==> src/rtl/reg_file.sv <==
// ---------------------------------------------------------------------------
// reg_file
//
// Register file with two access ports sharing one bank of flops.
//   Port A (executor): never stalls. Registered read (one-cycle latency,
//   read-before-write on the same edge) and a write that lands every edge
//   a_we is high.
//   Port B (debug): level request / one-cycle ack handshake driven by a
//   small FSM. A request is only accepted on an edge where port A is not
//   writing, so the two ports never write the bank on the same edge.
//
// Parameters
//   NREGS  number of registers, ids 0..NREGS-1 (ids are 4 bits, so at most 16)
//   WIDTH  register width in bits
//
// Ports
//   clk    clock, all state changes on the rising edge
//   rst    asynchronous active-high reset
//   a_id   port A register select
//   a_re   port A read enable, a_out loads regs[a_id] at the edge
//   a_we   port A write enable, regs[a_id] loads a_wd at the edge
//   a_wd   port A write data
//   a_out  port A registered read data
//   b_req  port B request level, held until b_ack
//   b_we   port B request type: 1 write, 0 read
//   b_id   port B register select
//   b_wd   port B write data
//   b_ack  port B one-cycle completion pulse (registered)
//   b_rd   port B read data, valid with b_ack and held until the next ack
// ---------------------------------------------------------------------------
module reg_file #(
   parameter int NREGS = 16,
   parameter int WIDTH = 64
) (
   input  logic             clk,
   input  logic             rst,
   input  logic [3:0]       a_id,
   input  logic             a_re,
   input  logic             a_we,
   input  logic [WIDTH-1:0] a_wd,
   output logic [WIDTH-1:0] a_out,
   input  logic             b_req,
   input  logic             b_we,
   input  logic [3:0]       b_id,
   input  logic [WIDTH-1:0] b_wd,
   output logic             b_ack,
   output logic [WIDTH-1:0] b_rd
);

   // Index width for the storage array. The 4-bit ids are range-checked
   // against NREGS first, so only the low IDX_W bits ever reach the array.
   localparam int         IDX_W    = (NREGS > 1) ? $clog2(NREGS) : 1;
   localparam logic [4:0] ID_LIMIT = 5'(NREGS);

   typedef enum logic [1:0] {
      IDLE,
      ACK,
      WAITLOW
   } b_state_t;

   b_state_t         b_state;
   b_state_t         b_state_next;
   logic             b_accept;

   logic [WIDTH-1:0] regs [NREGS];

   logic             a_valid;
   logic             b_valid;
   logic [WIDTH-1:0] a_rdata;
   logic [WIDTH-1:0] b_rdata;

   // Id range checks and the combinational read muxes. An out-of-range id
   // reads as zero, which also keeps the array index in bounds.
   always_comb begin
      a_valid = ({1'b0, a_id} < ID_LIMIT);
      b_valid = ({1'b0, b_id} < ID_LIMIT);
      a_rdata = '0;
      b_rdata = '0;
      if (a_valid) begin
         a_rdata = regs[a_id[IDX_W-1:0]];
      end
      if (b_valid) begin
         b_rdata = regs[b_id[IDX_W-1:0]];
      end
   end

   // Storage. Port A wins outright; port B can only write on an accepting
   // edge, and acceptance already requires a_we low, so the else-branch
   // never hides a real port B write. Writes to out-of-range ids are dropped.
   always_ff @(posedge clk or posedge rst) begin
      if (rst) begin
         for (int i = 0; i < NREGS; i++) begin
            regs[i] <= '0;
         end
      end else begin
         if (a_we) begin
            if (a_valid) begin
               regs[a_id[IDX_W-1:0]] <= a_wd;
            end
         end else if (b_accept && b_we && b_valid) begin
            regs[b_id[IDX_W-1:0]] <= b_wd;
         end
      end
   end

   // Port A read register. It samples the pre-edge contents, so a read and
   // a write of the same id on the same edge return the old value.
   always_ff @(posedge clk or posedge rst) begin
      if (rst) begin
         a_out <= '0;
      end else if (a_re) begin
         a_out <= a_rdata;
      end
   end

   // Port B state register.
   always_ff @(posedge clk or posedge rst) begin
      if (rst) begin
         b_state <= IDLE;
      end else begin
         b_state <= b_state_next;
      end
   end

   // Port B next-state logic. A request waiting in IDLE is retried every
   // edge until port A stops writing. WAITLOW waits for the requester to
   // drop b_req so one held request cannot be serviced twice.
   always_comb begin
      b_state_next = b_state;
      b_accept     = 1'b0;
      case (b_state)
         IDLE: begin
            if (b_req && !a_we) begin
               b_accept     = 1'b1;
               b_state_next = ACK;
            end
         end
         ACK: begin
            b_state_next = WAITLOW;
         end
         WAITLOW: begin
            if (!b_req) begin
               b_state_next = IDLE;
            end
         end
         default: begin
            b_state_next = IDLE;
         end
      endcase
   end

   // Port B outputs. b_ack is a flop that is high exactly while the FSM sits
   // in ACK. b_rd only changes on an accepted read, so it holds between acks.
   always_ff @(posedge clk or posedge rst) begin
      if (rst) begin
         b_ack <= 1'b0;
         b_rd  <= '0;
      end else begin
         b_ack <= (b_state_next == ACK);
         if (b_accept && !b_we) begin
            b_rd <= b_rdata;
         end
      end
   end

endmodule

==> config.mk <==
export PLATFORM = sky130hd
export DESIGN_NAME = reg_file
export DESIGN_NICKNAME = d
export VERILOG_FILES = /design/src/rtl/reg_file.sv
export SDC_FILE = /design/constraint.sdc
export NUM_CORES = 2
export LEC_CHECK = 0
export CAP_MARGIN = 20
export CORE_MARGIN = 2
export CORE_UTILIZATION = 54
export CTS_CLUSTER_DIAMETER = 200
export CTS_CLUSTER_SIZE = 28
export DETAILED_ROUTE_END_ITERATION = 16
export GPL_TIMING_DRIVEN = 0
export HOLD_SLACK_MARGIN = 0.02
export PLACE_DENSITY = 0.79
export RECOVER_POWER = 25
export SETUP_SLACK_MARGIN = 0.05
export SLEW_MARGIN = 30
export SYNTH_ARGS = -nofsm -noshare
export SYNTH_HDL_FRONTEND = slang
export SYNTH_SLANG_ARGS = --single-unit
==> constraint.sdc <==
create_clock -name clk -period 34.7 [get_ports clk]
set_input_delay 3.47 -clock clk [delete_from_list [all_inputs] [get_ports clk]]
set_output_delay 3.47 -clock clk [all_outputs]
set_load 0.02 [all_outputs]
## Yosys cells after proc, flatten, opt, wreduce, memory -nomap -nowiden

Index checks and enable logic that the tools add are counted.

- $lt $le $gt $ge: 4
- Equality and inequality tests: 3
- Multiplexer cells: 19
- Bitwise operators: 2
- Reduce and logical (&&, ||, !) cells: 9

Operators by type and width:

| kind | count |
|---|---|
| bitwise mux 1024 bit | 2 |
| two-way mux 1024 bit | 2 |
| binary-select mux 64 bit (select 4 bit) | 2 |
| demux 64 bit (select 4 bit) | 2 |
| two-way mux 64 bit | 6 |
| greater-or-equal comparator 5 bit, second input constant | 2 |
| < comparator 5 x 1 -> 1 bit, second input constant | 2 |
| NOT 4 -> 5 bit | 2 |
| one-hot mux 2 bit (3 select lines) | 1 |
| logical AND 1 bit | 5 |
| equality test 2 x 1 -> 1 bit, second input constant | 2 |
| two-way mux 2 bit | 2 |
| equality test 2 bit, second input constant | 1 |
| zero test 1 bit | 2 |
| zero test 2 bit | 1 |
| two-way mux 1 bit | 2 |
| nonzero test 2 bit | 1 |

- Register bits after elaboration: 1,155
- Input port bits: 142
- Output and inout bits: 129
- Word-level logic and storage cells: 57

## Depth between registers and ports, before layout

- Depth in word-level cells: 8
- Gate-level depth with buffers: 8
- Mapped depth without buffers: 4

## Least setup slack after synthesis

No wires, ideal clock.

- Path kind: input -> register
- Start: input port a_we
- End: register regs[842] (netlist name)
- Setup time: 125 ps
- Data arrival time: 5,303 ps
- Required time: 34,575 ps
- Path slack: 29,272 ps
- Stages on the path: 6
- Buffers on the path: 3
- Path through: buf_6 > or3b_2 > buf_6 > o41ai_4 > buf_6 > mux2_2

- Cells in the longest elaborated chain, start to end: 6
- Elaborated cells between the ends (all ways): 7
- Classes of those cells: mux: 3; reduce/logical: 4

RTL lines:

| what | RTL line | text |
|---|---|---|
| from (decl) | 39 | `input logic a_we,` |
| zero test 1 bit | 133 | `if (b_req && !a_we) begin` |
| logical AND 1 bit | 133 |  |
| two-way mux 1 bit | 133 |  |
| two-way mux 1 bit | 131 | `case (b_state)` |
| logical AND 1 bit | 100 | `end else if (b_accept && b_we && b_valid) begin` |
| nonzero test 2 bit (no line) | - |  |
| to (signal, indexed assignment) | 98 | `regs[a_id[IDX_W-1:0]] <= a_wd;` |
| to (signal, indexed assignment) | 101 | `regs[b_id[IDX_W-1:0]] <= b_wd;` |
| to (decl) | 65 | `logic [WIDTH-1:0] regs [NREGS];` |

Several ways; a longest one is shown, not always the timed one.
A chain may end at the register's enable or synchronous reset.

==> flow_summary_export.csv <==
group,metric,value,unit
detailed_routing,drt_wl_total,327,mm
clocking,cts_inserted_buffers,47,
detailed_routing,drt_iter0_markers,10900,
clocking,ctsResizeCount,0,
placement,numPortBuffers,203,
logic_synthesis,yosys_warnings,0,
global_routing,antenna_found_initial,44,
floorplanning,pin_count,271,
logic_synthesis,synth_nets,5768,
clocking,ctsHoldBuffers,0,
sta,setup_viol_count_final,0,
logic_synthesis,async_reset_ff_share,100,%
run_status,violations,"max-capacitance violations, max-slew violations",
global_routing,grt_pass1_wl,451,mm
setup_path,cp_slowest_cell,"clkbuf_1",
sta,period_needed,10200,ps
floorplanning,dieWidth,363,um
sta,skew,41.9,ps
detailed_routing,final_antenna_net_count,0,
sta,slew_violations,447,
finish,fin_util,59.9,%
setup_path,arrival,11180,ps
placement,placed_cells,7579,
detailed_routing,vias,61900,
detailed_routing,drc,0,
floorplanning,dieArea,0.132,mm2
finish,layout-drive-gt1-share,29.2,%
global_routing,grt_remaining_overflow,0,
floorplanning,core,0.128,mm2
logic_synthesis,synth-edff-count,0,
global_routing,grt.total_usage,48.6,%
detailed_routing,wl_per_cell,42.6,um
clocking,clk_pin_slew_worst_paths,120,ps
power,finalPower,2.82,mW
finish,syn2layout_area_growth,10.0,%
setup_path,worstPathCellList,"dlygate4sd3_1, clkinvlp_2, clkbuf_1, clkbuf_1, clkbuf_1, clkbuf_1, clkbuf_1, buf_16, buf_12, buf_12, buf_12",
finish,fin_area,0.0765,mm2
clocking,cts.sinks,1155,
setup_path,worstSetupPathType,"in2async",
setup_path,cp-end-kind,"asynchronous set/reset pin",
logic_synthesis,ys_ff_latch,1155,
logic_synthesis,syn-cell-area,0.0696,mm2
global_routing,grt_max_degree,31,
floorplanning,fp-row-count,131,
setup_path,cpPeakStageDelay,1210,ps
setup_path,worstPathMaxFanout,28,
placement,dpl.hpwl,219,mm
placement,place_congestion,1.02,
setup_path,path_common_cell,"clkbuf_1",
finish,stdcell_count,7674,
run,max_cap_viol_count,17,
logic_synthesis,netlist_instances,5626,
logic_synthesis,synth.distinct_cells,40,
power,p_per_area,36.9,mW/mm2
power,ir_worst_vdd,0.0371,mV
floorplanning,die_y,363,um
setup_path,start_kind,"primary input",
floorplanning,start_util,54.5,%
clocking,post_cts.repair.setup_buffers,0,
sta,fmax,98.0,MHz
sta,setup_slack,24500,ps
run_status,status,"finished, violations left",
clocking,h-tree-depth,2,
clocking,cts_tree,"built",
sta,worstMarginPinSlew,1840,ps
clocking,cts_root_buffer,"clkbuf_16",
logic_synthesis,synth-seq-area-share,41.5,%
placement,dpl_worst_slack,27060,ps
placement,placed_area,0.0757,mm2
clocking,clk_latency,770,ps
logic_synthesis,ys.flop_type,"dfrtp_1",
hold_path,hp-class,"reg2reg",
sta,fin_crit_sh,29.4,%
clocking,clock_path_buffers,3,
setup_path,required,35680,ps
finish,fin_nets,6110,
sta,hold_violations,0,
sta,grt_setup_unrepaired,"no",
sta,slew_headroom,-24.4,%
sta,tns,0,ps
sta,hold_ws,503,ps
global_routing,grt_pass1_vias,60400,
power,power_leakage,32.0,nW
detailed_routing,dr.pass1.iters,10,
logic_synthesis,synth.avg_cell_area,12.4,um2
detailed_routing,viasPerCell,8.07,
[final timing paths]
check | startpoint | endpoint | slack [ps] | cells after the start
min | b_state[1] | b_ack | 500 | 1
min reg2reg | b_state[1] | b_ack | 500 | 1
max in group clk | a_we | regs[428] | 27100 | 7
min in group asynchronous | rst | b_rd[1] | 3300 | 2
max reg2reg | b_state[1] | regs[428] | 30100 | 6
max | rst | regs[542] | 24500 | 11
[registers in the layout, indices dropped and copies added, names as in the netlist]
signal and count:
b_rd 64, a_out 64, regs 1024, b_ack 1, b_state 2
[layout make-up]
cell class / count / area (um2)
Antenna cell: 43 / 108
Buffer: 748 / 3570
Sequential cell: 1155 / 28900
Fill cell: 10300 / 51100
Clock buffer: 49 / 1230
Tap cell: 1662 / 2080
Clock inverter: 1 / 30.0
Inverter: 2 / 8.76
Multi-Input combinational cell: 3721 / 37300
Timing Repair Buffer: 293 / 3280
[synth_stat cells, drive strengths merged, types with 31 or more instances]
library cell | instances | area share [%]
nor2 | 173 | 0.93
o221ai | 31 | 0.39
o2bb2ai | 1024 | 13
o22ai | 171 | 1.5
buf | 272 | 2.3
mux2i | 453 | 6.5
a22oi | 54 | 0.58
dfrtp | 1155 | 42
clkbuf | 476 | 2.6
mux2 | 1088 | 18
a211oi | 57 | 0.62
a21oi | 106 | 0.76
nand2 | 88 | 0.49
a31oi | 63 | 0.57
mux4 | 271 | 8.8
[worst max-delay path: cells and delay by family]
| kind | cells | cell delay (ps) |
|---|---|---|
| buffers and inverters | 11 | 7620 |
[logic make-up (layout without fill, tap and decap cells)]
group,after synthesis,count (layout),share of synthesized area (%)
muxes,1812,1812,32.9
AOI/OAI and AO/OA,1591,1591,18.7
DFF,1155,1155,41.5
buffers and inverters,750,1093,4.90
and+or+nand+nor,318,318,1.99
other,0,43,0
[placed cells by master (no fill, tap or decap), types with 104 or more instances in the layout]
cell type,n
a21oi_1,106
buf_2,123
clkbuf_1,405
clkbuf_2,104
clkdlybuf4s50_1,201
dfrtp_1,1155
mux2_2,1018
mux2i_1,453
mux4_2,271
nor2_1,161
o22ai_1,171
o2bb2ai_1,1024
[where the power goes]
group | switching (mW) | internal, mW
Combinational | 0.373 | 0.210
Clock | 0.485 | 0.257
Sequential | 0.0789 | 1.42
[layer usage]
metal	GRT usage [%]	share of wire, %
met1	56.6	33
met4	37.8	10
met5	6.68	0.48
met2	63.6	38
met3	29.1	18
Power figures use the tool's default switching activity.
